**src/rtl/output_accum_memory_pkg.sv**
```systemverilog
// Shared constants and types for the per-slot output accumulator store.
package output_accum_memory_pkg;

  localparam int unsigned OUTMEM_WIDTH  = 10;
  localparam int unsigned OUTMEM_DEPTH  = 18;
  localparam int unsigned OUTMEM_ADDR_W = 5;

  typedef logic signed [OUTMEM_WIDTH-1:0] signed_li_t;

endpackage

```
**src/rtl/output_accum_memory_if.sv**
```systemverilog
// Write/read bus of the output accumulator store.
interface output_accum_memory_if #(
  parameter int unsigned WIDTH  = 10,
  parameter int unsigned ADDR_W = 5
);
  logic              clear;
  logic              busy;
  logic              wr;
  logic              wmode;
  logic [ADDR_W-1:0] addr;
  logic [WIDTH-1:0]  wdata;
  logic [WIDTH-1:0]  rdata;
  logic [ADDR_W-1:0] addr2;
  logic [WIDTH-1:0]  rdata2;
  logic              sat;

  modport master (
    output clear, wr, wmode, addr, wdata, addr2,
    input  busy, rdata, rdata2, sat
  );

  modport slave (
    input  clear, wr, wmode, addr, wdata, addr2,
    output busy, rdata, rdata2, sat
  );
endinterface

```
**src/rtl/output_accum_memory_sat_add_signed.sv**
```systemverilog
// Combinational signed adder clamping to the WIDTH-bit two's complement range.
module sat_add_signed #(
  parameter int unsigned WIDTH = 10
) (
  input  logic [WIDTH-1:0] a,
  input  logic [WIDTH-1:0] b,
  output logic [WIDTH-1:0] y,
  output logic             ovf
);

  logic [WIDTH:0] sum;

  always_comb begin
    sum = {a[WIDTH-1], a} + {b[WIDTH-1], b};
    // Top two bits disagree only when the true sum left the WIDTH-bit range.
    ovf = sum[WIDTH] ^ sum[WIDTH-1];
    y   = ovf ? {sum[WIDTH], {(WIDTH-1){~sum[WIDTH]}}} : sum[WIDTH-1:0];
  end

endmodule

```
**src/rtl/output_accum_memory.sv**
```systemverilog
// Per-slot signed sample store with overwrite/saturating-accumulate writes,
// two registered read ports and a self-clearing sweep after reset or clear.
module output_accum_memory
  import output_accum_memory_pkg::*;
#(
  parameter int unsigned WIDTH  = OUTMEM_WIDTH,
  parameter int unsigned DEPTH  = OUTMEM_DEPTH,
  parameter int unsigned ADDR_W = OUTMEM_ADDR_W
) (
  input  logic                  clk,
  input  logic                  reset_n,
  output_accum_memory_if.slave  bus
);

  logic [WIDTH-1:0]  mem [DEPTH];
  logic [ADDR_W-1:0] cnt_q;
  logic              busy_q;
  logic              sat_q;
  logic [WIDTH-1:0]  rdata_q;
  logic [WIDTH-1:0]  rdata2_q;

  logic             addr_ok;
  logic             addr2_ok;
  logic [WIDTH-1:0] rd_old;
  logic [WIDTH-1:0] rd2_old;
  logic [WIDTH-1:0] acc_sum;
  logic             acc_ovf;
  logic             wr_ok;
  logic             sweep_we;

  always_comb begin
    addr_ok  = 32'(bus.addr) < DEPTH;
    addr2_ok = 32'(bus.addr2) < DEPTH;
    rd_old   = addr_ok ? mem[bus.addr] : '0;
    rd2_old  = addr2_ok ? mem[bus.addr2] : '0;
    // clear outranks both the sweep step and a user write in the same cycle.
    sweep_we = busy_q && !bus.clear;
    wr_ok    = bus.wr && !busy_q && !bus.clear && addr_ok;
  end

  sat_add_signed #(
    .WIDTH(WIDTH)
  ) u_sat_add (
    .a  (rd_old),
    .b  (bus.wdata),
    .y  (acc_sum),
    .ovf(acc_ovf)
  );

  // Array is left out of reset; the sweep defines its contents.
  always_ff @(posedge clk) begin
    if (sweep_we) begin
      mem[cnt_q] <= '0;
    end else if (wr_ok) begin
      mem[bus.addr] <= bus.wmode ? acc_sum : bus.wdata;
    end
  end

  always_ff @(posedge clk or negedge reset_n) begin
    if (!reset_n) begin
      cnt_q    <= '0;
      busy_q   <= 1'b1;
      sat_q    <= 1'b0;
      rdata_q  <= '0;
      rdata2_q <= '0;
    end else begin
      if (bus.clear) begin
        cnt_q  <= '0;
        busy_q <= 1'b1;
        sat_q  <= 1'b0;
      end else if (busy_q) begin
        if (cnt_q == ADDR_W'(DEPTH - 1)) begin
          busy_q <= 1'b0;
        end else begin
          cnt_q <= cnt_q + 1'b1;
        end
      end else if (wr_ok && bus.wmode && acc_ovf) begin
        sat_q <= 1'b1;
      end

      rdata_q  <= busy_q ? '0 : rd_old;
      rdata2_q <= busy_q ? '0 : rd2_old;
    end
  end

  assign bus.busy   = busy_q;
  assign bus.sat    = sat_q;
  assign bus.rdata  = rdata_q;
  assign bus.rdata2 = rdata2_q;

endmodule

```
**src/flat_wrapper.sv**
```systemverilog
// flat-port wrapper written by rule: the top's interface ports become plain ports
module output_accum_memory_flat import output_accum_memory_pkg::*;
#(
  parameter int unsigned WIDTH  = OUTMEM_WIDTH,
  parameter int unsigned DEPTH  = OUTMEM_DEPTH,
  parameter int unsigned ADDR_W = OUTMEM_ADDR_W
)
  (clk, reset_n, bus_clear, bus_wr, bus_wmode, bus_addr, bus_wdata, bus_addr2, bus_busy, bus_rdata, bus_rdata2, bus_sat);
  output_accum_memory_if #(.WIDTH(WIDTH), .ADDR_W(ADDR_W)) bus_i ();
  input  logic clk;
  input  logic reset_n;
  input wire logic [$bits(bus_i.clear)-1:0] bus_clear;
  input wire logic [$bits(bus_i.wr)-1:0] bus_wr;
  input wire logic [$bits(bus_i.wmode)-1:0] bus_wmode;
  input wire logic [$bits(bus_i.addr)-1:0] bus_addr;
  input wire logic [$bits(bus_i.wdata)-1:0] bus_wdata;
  input wire logic [$bits(bus_i.addr2)-1:0] bus_addr2;
  output wire logic [$bits(bus_i.busy)-1:0] bus_busy;
  output wire logic [$bits(bus_i.rdata)-1:0] bus_rdata;
  output wire logic [$bits(bus_i.rdata2)-1:0] bus_rdata2;
  output wire logic [$bits(bus_i.sat)-1:0] bus_sat;
  assign bus_i.clear = bus_clear;
  assign bus_i.wr = bus_wr;
  assign bus_i.wmode = bus_wmode;
  assign bus_i.addr = bus_addr;
  assign bus_i.wdata = bus_wdata;
  assign bus_i.addr2 = bus_addr2;
  assign bus_busy = bus_i.busy;
  assign bus_rdata = bus_i.rdata;
  assign bus_rdata2 = bus_i.rdata2;
  assign bus_sat = bus_i.sat;
  output_accum_memory #(.WIDTH(WIDTH), .DEPTH(DEPTH), .ADDR_W(ADDR_W)) u_core (.clk(clk), .reset_n(reset_n), .bus(bus_i));
endmodule
```
**config.mk**
```make
export PLATFORM = sky130hd
export DESIGN_NAME = output_accum_memory_flat
export DESIGN_NICKNAME = d
export VERILOG_FILES = /design/src/rtl/output_accum_memory_pkg.sv /design/src/rtl/output_accum_memory_if.sv /design/src/rtl/output_accum_memory_sat_add_signed.sv /design/src/rtl/output_accum_memory.sv /design/src/flat_wrapper.sv
export SDC_FILE = /design/constraint.sdc
export NUM_CORES = 1
export LEC_CHECK = 0
export ABC_AREA = 1
export BUFFER_PORTS_ARGS = -buffer_cell sky130_fd_sc_hd__buf_2
export CORE_MARGIN = 3
export CORE_UTILIZATION = 40
export DETAILED_ROUTE_END_ITERATION = 10
export PLACE_DENSITY_LB_ADDON = 0.3
export SLEW_MARGIN = 10
export SYNTH_ARGS = -nofsm -noshare
export SYNTH_HDL_FRONTEND = slang
export SYNTH_SLANG_ARGS = --single-unit
export TNS_END_PERCENT = 100
```
**constraint.sdc**
```tcl
create_clock -name clk -period 4.6 [get_ports clk]
set_clock_uncertainty 0.15 [all_clocks]
set_input_delay 0.23 -clock clk [delete_from_list [all_inputs] [get_ports clk]]
set_output_delay 0.23 -clock clk [all_outputs]
set_load 0.02 [all_outputs]
```
Word-level counts from Yosys, hierarchy flattened
Memories as Yosys holds them, arrays and structs flattened.
Index checks and enable logic that the tools add are counted.
W data, S select, Z words.
{"block": "op_classes", "add_sub_neg": 2, "n_lt_le_gt_ge": 2, "eq_ne": 3, "muxes": 23, "bitwise_logic": 2, "reduce_logical": 13}
{"op": "$mux W10", "n": 7}
{"op": "$mux W5", "n": 4}
{"op": "$mux W1", "n": 12}
{"op": "$add A10 B10 Y11", "n": 1}
{"op": "$lt A5 B5 Y1 const B", "n": 2}
{"op": "$reduce_or A10 Y1", "n": 1}
{"op": "$logic_and A1 B1 Y1", "n": 6}
{"op": "$add A5 B1 Y5 const B", "n": 1}
{"op": "$eq A5 B5 Y1 const B", "n": 1}
{"op": "$ne A2 B2 Y1 const B", "n": 2}
{"op": "$reduce_and A2 Y1", "n": 2}
{"op": "$reduce_bool A2 Y1", "n": 2}
{"op": "$logic_not A1 Y1", "n": 2}
{"op": "$not A1 Y1", "n": 1}
{"op": "$xor A1 B1 Y1", "n": 1}
{"block": "totals", "regBits": 27, "mem_bits_rw": 180, "inputBits": 25, "output_inout_bits": 22, "word_cells": 51, "n_memories": 1}
{"memory": "u_core.mem", "depth": 18, "width": 10, "rd": 2, "rd_clocked_by_memory_dff": 0, "write_ports": 1, "line": "output_accum_memory.sv:15", "source": "logic [WIDTH-1:0] mem [DEPTH];"}

Longest topological paths before layout
Gate-level depths: netlist (run 1).
{"block": "depth", "depth_word": 9, "mapped_depth": 25, "ltp_nobuf": 23}

By module
Synthesis (run 1) repeated with hierarchy kept, for this count alone.
{"block": "hier_totals", "cells_unflattened": 1240, "area_unflattened_um2": 11023.1}
{"mod": "output_accum_memory", "n_inst": 1, "cells_each": 1122, "area_per_inst_um2": 10391.2}
{"mod": "sat_add_signed", "n_inst": 1, "cells_each": 118, "area_per_inst_um2": 631.9}

Worst setup path before layout (run 1)
Ideal clock, no wire load.
{"block": "synth_timing", "path_type": "in2reg", "start": "input bus_addr[0]", "end": "memory u_core.mem[0][8] (data pin)", "setup_time_ns": 0.302, "arrival_time_ns": 3.425, "slack_ns": 0.723, "path_stages": 23, "n_path_buf": 4, "cell_sequence": "buf_2 > buf_2 > clkbuf_1 > clkbuf_1 > o21ai_0 > o211ai_1 > o211ai_1 > a31oi_1 > a31oi_1 > inv_1 > ha_1 > fa_1 > nand2_1 > nand2_1 > nand2_1 > nand2_1 > nand2_1 > nand2_2 > nand4_4 > nand2_1 > a21oi_1 > nand2_1 > a21oi_1"}
{"block": "synth_between", "elab_chain_cells": 7}
{"item": "from (decl)", "line": "flat_wrapper.sv:15", "source": "input wire logic [$bits(bus_i.addr)-1:0] bus_addr;"}
{"item": "$mem_v2 Z18 W10 or $lt A5 B5 Y1 (tied branches)"}
{"item": "$mux W10 or $logic_and A1 B1 Y1 (tied branches)", "line": "output_accum_memory.sv:34, output_accum_memory.sv:38"}
{"item": "$add A10 B10 Y11 or $mux W1 (tied branches)", "line": "output_accum_memory_sat_add_signed.sv:14, output_accum_memory.sv:54"}
{"item": "$xor A1 B1 Y1 (tied with other cells)", "line": "output_accum_memory_sat_add_signed.sv:16", "source": "ovf = sum[WIDTH] ^ sum[WIDTH-1];"}
{"item": "$mux W10 or $mux W1 (tied branches)", "line": "output_accum_memory_sat_add_signed.sv:17, output_accum_memory.sv:55"}
{"item": "$mux W10 or $reduce_or A10 Y1 (tied branches)"}
{"item": "$mux W10 (no line) (*)"}
{"item": "to (decl)", "line": "output_accum_memory.sv:15"}
Every way passes the cells marked *; elsewhere a longest branch is shown, timed or not.

==> flow_summary.toml, run 1 <==
[outcome]
outcome = "finished clean"

[cts]
clk_latency_ps = 520
cts-htree-levels = 1
cts_tree = "built"
clkTransAtPathRegs_ps = 60
cts.sinks = 207
clockRootBuffer = "clkbuf_16"
cts.path.max_buffers = 3
post_cts_buffers = 0
cts_buffers = 23

[critical_path]
crit_path_end_kind = "flop"
startpoint_type = "flop"
crit_required_ps = 4900
path_class = "flop to flop"
critPathArrivalTime_ps = 4510
worstSetupStartpoint = "u_core.mem[9][0]$_DFFE_PP_"
critPathMaxFanout = 3
crit-reg2reg-launch = "u_core.mem[9][0]$_DFFE_PP_"

[pwr]
p_sw_mw = 1.30
clockPowerShare_pct = 40.0
total_leakage_power_nw = 5.13
powerDensity_mw_per_mm2 = 382
seq_power_share_pct = 45.0
swShare_pct = 27.2
p_comb_share_pct = 14.9
p_int_mw = 3.48
ir_worst_vdd_v = 0.000236
design_power_total_mw = 4.78

[detailed_routing]
via_per_inst = 5.63
ant_nets = 0
dr.first_iter.drc_count = 991
num_vias = 9152
dr.pass1.iters = 6
drc = 0
wl_per_cell_um = 21.0
wl_mm = 34.2

[synth]
netlist_area_mm2 = 0.0107
synth_area_leader_cell = "edfxtp_1"
ys_seq_elements = 207
ys_warn_count = 0
yosysUniqueCellTypes = 40
ys_async_sr_fraction_pct = 13.0
synth_ff_type = "edfxtp_1"
synth-edff-count = 180
synthTopCellsByArea = "edfxtp_1 50%, nand2_1 7.9%, o21ai_0 7.8%, dfrtp_1 6.1%, a21oi_1 5.0%"
yosysMostFrequentCell = "nand2_1"
syn_nets = 1233
netlist_instances = 1199
synth_top_area_share_pct = 50.4
synth.avg_cell_area_um2 = 8.95
synthTopCellsByCount = "226 x nand2_1, 180 x edfxtp_1, 168 x o21ai_0, 115 x nor2_1, 108 x inv_1"
seq_area_frac_synth_pct = 56.7

[global_route]
track_usage_pct = 23.6
antenna_found_initial = 1
grt_max_degree = 115
grt_pass1_vias = 8716
overflow = 0
grt_pass1_wl_mm = 51.6

[die]
die_h_um = 170
rows = 59
start_util_pct = 41.0
die_area_mm2 = 0.0288
chipWidth_um = 170
fp.coreArea_mm2 = 0.0262
num_io_pins = 47

[place]
io_buffers = 46
gp_congestion = 0.916
hpwl_mm = 22.4

[timing]
fin_crit_sh_pct = 91.4
finalCriticalPeriod_ps = 4210
hold_viol = 0
setup_violations = 0
tightestPinTransition_ps = 1170
slew_viol_final = 0
fin_hold_ws_ps = 87.8
max_freq_mhz = 238
setup_tns_ps = 0
maxSlewHeadroom_pct = 21.8
grt_setup_unrepaired = "false"

[hold_path]
hp-start = "bus_addr[4]"
hp-class = "primary input to flop"

[layout]
fillers = 2440
antenna_cells = 0
drive_gt1_share_pct = 15.4
fin_nets = 1307
area_delta_synth_final_pct = 16.7

[job]
drv_cap = 0
==> sequential cells by signal, indices dropped and copies added (netlist names) <==
name,count
u_core.bus.busy,1
u_core.mem,180
u_core.cnt_q,5
u_core.bus.rdata,10
u_core.bus.sat,1
u_core.bus.rdata2,10
==> cell usage in the layout, fill, tap and decap left out, types with 3 or more instances in the layout <==
cell type and instances:
a21oi_2 8, buf_4 65, o21ai_1 3, clkinv_2 3, buf_2 44, dfrtp_1 26, a21oi_1 101, nor2_2 14
inv_2 6, o211ai_1 34, xor2_1 3, clkinv_4 3, nand3_1 88, a31oi_1 9, ha_1 8, inv_1 107
nor2_1 105, o22ai_1 9, nand2_1 226, nand4_1 5, clkbuf_16 26, dlygate4sd3_1 5, edfxtp_1 180, o21ai_0 168
nand2_2 10, clkinv_1 6
==> kinds of logic after synthesis <==
family | count (synthesis) | share of synthesized area [%]
simple gates | 456 | 18.0
compound gates | 338 | 17.1
flops | 207 | 56.7
buf+inv | 184 | 6.69
fa+ha+maj | 9 | 1.12
xor+xnor | 5 | 0.408
==> stage by stage <==
step                cells  area (um2)  util [%]  setup WS (ps)
floorplan            1199       10700         -            723
global placement     1578       11600      44.4            132
detailed placement   1578       11600      44.4           52.5
CTS                  1625       12500      47.7            263
global route         1625       12500      47.8           24.3
finish               1625       12500      47.8            395
==> metal layers <==
layer  global-route usage, %  part of all wire (%)  vias to the layer above
met5                       0                 0.038                        -
met2                    40.0                    49                      363
met4                    9.25                   3.4                        2
met1                    30.6                    40                     4410
met3                    3.49                   7.9                       84
li1                        -                     -                     4293
==> power groups by stage <==
stage / Sequential (mW) / Combinational (mW) / Clock (mW)
2_1_floorplan: 2.18 / 0.426 / 0
3_3_place_gp: 2.19 / 0.691 / 0
3_5_place_dp: 2.19 / 0.697 / 0
4_1_cts: 2.15 / 0.705 / 1.93
5_1_grt: 2.16 / 0.785 / 2.01
6_report: 2.15 / 0.715 / 1.91
==> worst max-delay path, cell delays in order (launching register included) <==
cell and delay [ps]:
edfxtp_1 360, inv_1 90, a21oi_1 60, o21ai_0 90, o21ai_0 100, o211ai_1 160
a31oi_1 120, a31oi_1 250, inv_1 80, ha_1 230, fa_2 390, nand2_1 80
nand2_1 60, nand2_1 60, nand2_1 60, nand2_1 70, nand2_2 70, nand4_4 90
nand2_1 50, o21ai_1 120, nand2_1 110, nand2_1 70, nand3_1 60, dlygate4sd3_1 570
nand2_1 60, dlygate4sd3_1 540
==> path summary, 6_finish.rpt <==
kind | to | cells after the start | slack, ps
worst max-delay path | u_core.bus.sat$_DFFE_PN0P_ | 25 | 390
worst min-delay path | u_core.bus.rdata[1]$_DFF_PN0_ | 5 | 90
worst max register to register | u_core.bus.sat$_DFFE_PN0P_ | 25 | 390
worst min register to register | u_core.cnt_q[3]$_DFFE_PN0P_ | 2 | 450
max in group asynchronous | u_core.cnt_q[3]$_DFFE_PN0P_ | 2 | 3730
min in group asynchronous | u_core.bus.rdata[5]$_DFF_PN0_ | 2 | 130
==> repair_timing <==
item	CTS	global route
hold endpoints to repair	32	0
endpoints found under the setup margin	0	1
hold buffers	5	0
gates resized for setup	0	1
==> area by class of cell <==
cell class / count / area, um2 / area share, %
clock buffers: 27 / 654 / 5.23
clock inverters: 15 / 144 / 1.15
inverters: 117 / 442 / 3.53
multi-input cells: 808 / 3980 / 31.8
flip-flops and latches: 207 / 6080 / 48.6
well taps: 335 / 419 / 3.35
repair buffers: 116 / 798 / 6.37
Note: power is estimated with default switching activity, not from simulation.
==> run 2: changes to the inputs <==
CELL_PAD_IN_SITES_DETAIL_PLACEMENT = 1   (was unset)
CELL_PAD_IN_SITES_GLOBAL_PLACEMENT = 1   (was unset)
SETUP_SLACK_MARGIN = 0.5   (was unset)
==> flow_summary.toml, run 2 (synthesis gave the netlist of run 1 again) <==
[timing]
maxSlewHeadroom_pct = 33.7
max_freq_mhz = 257
grt_setup_unrepaired = "true"
hold_viol = 0
setup_tns_ps = 0
slew_viol_final = 0
tightestPinTransition_ps = 995
finalCriticalPeriod_ps = 3890
fin_hold_ws_ps = 46.5
setup_violations = 0
fin_crit_sh_pct = 84.5

[global_route]
grt_pass1_wl_mm = 57.0
overflow = 0
track_usage_pct = 25.9
grtUsageMet3_pct = 3.45
met2_usage_pct = 42.8
use_met1_pct = 35.1
grt_pass1_vias = 9691
gr-max-usage-layer = "met2"
grt_max_degree = 101
antenna_found_initial = 0

[detailed_routing]
dr.first_iter.drc_count = 832
ant_nets = 0
num_vias = 9292
drc = 0
dr.pass1.iters = 5
via_per_inst = 5.71
wl_per_cell_um = 22.9
wl_mm = 37.2

[critical_path]
startpoint_type = "flop"
reg2reg_slack_ps = 710
crit_required_ps = 4710
cpPeakStageDelay_ps = 440
path_cells = "inv_1, a21oi_1, o21ai_0, o21ai_0, o211ai_1, a31oi_2, a31oi_2, inv_1, ha_1, fa_1, nand2_1, nand2_1, nand2_1, nand2_1, nand2_1, nand2_2, nand4_4, a21oi_4, a21oi_4, a21oi_1, buf_6"
critPathMaxFanout = 18
cp_common_cell = "nand2_1"
crit-reg2reg-launch = "u_core.mem[9][0]$_DFFE_PP_"
critPathArrivalTime_ps = 3990
rr_worst_depth = 21
crit_path_end_kind = "flop"
path_class = "flop to flop"
worstSetupStartpoint = "u_core.mem[9][0]$_DFFE_PP_"
cp_slowest_cell = "fa_1"

[layout]
fin_nets = 1309
antenna_cells = 0
largest-register = "u_core.mem"
layout_common_cells = "226 x nand2_1, 180 x edfxtp_1, 168 x o21ai_0, 113 x nor2_1, 106 x inv_1"
largest_reg_flops = 180
area_delta_synth_final_pct = 17.4
final_common_cell = "nand2_1"
drive_gt1_share_pct = 14.9

[die]
num_io_pins = 47
die_h_um = 170
fp.coreArea_mm2 = 0.0262
die_area_mm2 = 0.0288
chipWidth_um = 170
rows = 59
start_util_pct = 41.0

[place]
gp_congestion = 0.887
hpwl_mm = 24.9
io_buffers = 46

[cts]
cts-htree-levels = 1
clk_latency_ps = 520
cts_tree = "built"
clkTransAtPathRegs_ps = 60
cts_buffers = 24
clockRootBuffer = "clkbuf_16"
cts.path.max_buffers = 3
cts.sinks = 207

[pwr]
seq_power_share_pct = 44.7
total_leakage_power_nw = 5.15
p_sw_mw = 1.31
swShare_pct = 27.2
clockPowerShare_pct = 40.0
powerDensity_mw_per_mm2 = 383
ir_worst_vdd_v = 0.000337
p_comb_share_pct = 15.3
p_int_mw = 3.51

[hold_path]
hp-class = "primary input to flop"
hp-start = "bus_addr2[4]"
hold_depth = 5

[outcome]
outcome = "finished clean"

[job]
drv_cap = 0
## run 2: through the flow
step	setup slack (ps)	area [um2]	power [mW]	cells	util, %
after global routing	413	12600	5.01	1628	48.1
after CTS	666	12500	4.84	1627	47.8
after global placement	240	11700	2.88	1579	44.5
after floorplan	723	10700	2.61	1199	-
after detailed placement	146	11700	2.90	1579	44.5
final	715	12600	4.83	1628	48.1
## run 2: layout make-up
cell class	instances	area, um2
multi-input combinational	808	4000
clock inverter	9	96.3
clock buffer	35	704
inverter	117	445
sequential	207	6080
timing repair buffer	117	848
tap	335	419
fill	3024	13600
## run 2: metal layers
metal | vias to the layer above | part of all wire [%]
met5 | - | 0
met4 | 0 | 4.0
met3 | 92 | 6.0
li1 | 4283 | -
met2 | 295 | 48
met1 | 4622 | 42
## run 2: worst paths after layout
path	to
max	u_core.mem[15][2]$_DFFE_PP_
min	u_core.bus.rdata2[2]$_DFF_PN0_
max reg2reg	u_core.mem[15][2]$_DFFE_PP_
min reg2reg	u_core.bus.sat$_DFFE_PN0P_
max in group asynchronous	u_core.bus.rdata[7]$_DFF_PN0_
min in group asynchronous	u_core.bus.rdata2[3]$_DFF_PN0_
## run 2: power by group through the flow
stage	clock, mW	combinational (mW)	sequential, mW
after global routing	2.03	0.815	2.16
final	1.93	0.740	2.16
after floorplan	0	0.426	2.18
after detailed placement	0	0.711	2.19
after CTS	1.96	0.726	2.15
after global placement	0	0.692	2.19
## run 2: critical path: cells and delay by family, from the launching register on
kind / cells / cell delay (ps)
flip-flops: 1 / 370
buffers and inverters: 3 / 370
AND/OR/NAND/NOR: 7 / 540
AO/OA/AOI/OAI: 9 / 1510
adder cells (fa/ha/maj): 2 / 670
## run 2: timing repair
| action | in CTS | in global routing |
|---|---|---|
| pin swaps | 0 | 1 |
| hold buffers | 4 | 0 |
| endpoints found under the setup margin | 126 | 180 |
| hold endpoints to repair | 34 | 0 |
| gates resized for setup | 7 | 10 |
| setup buffers | 0 | 1 |
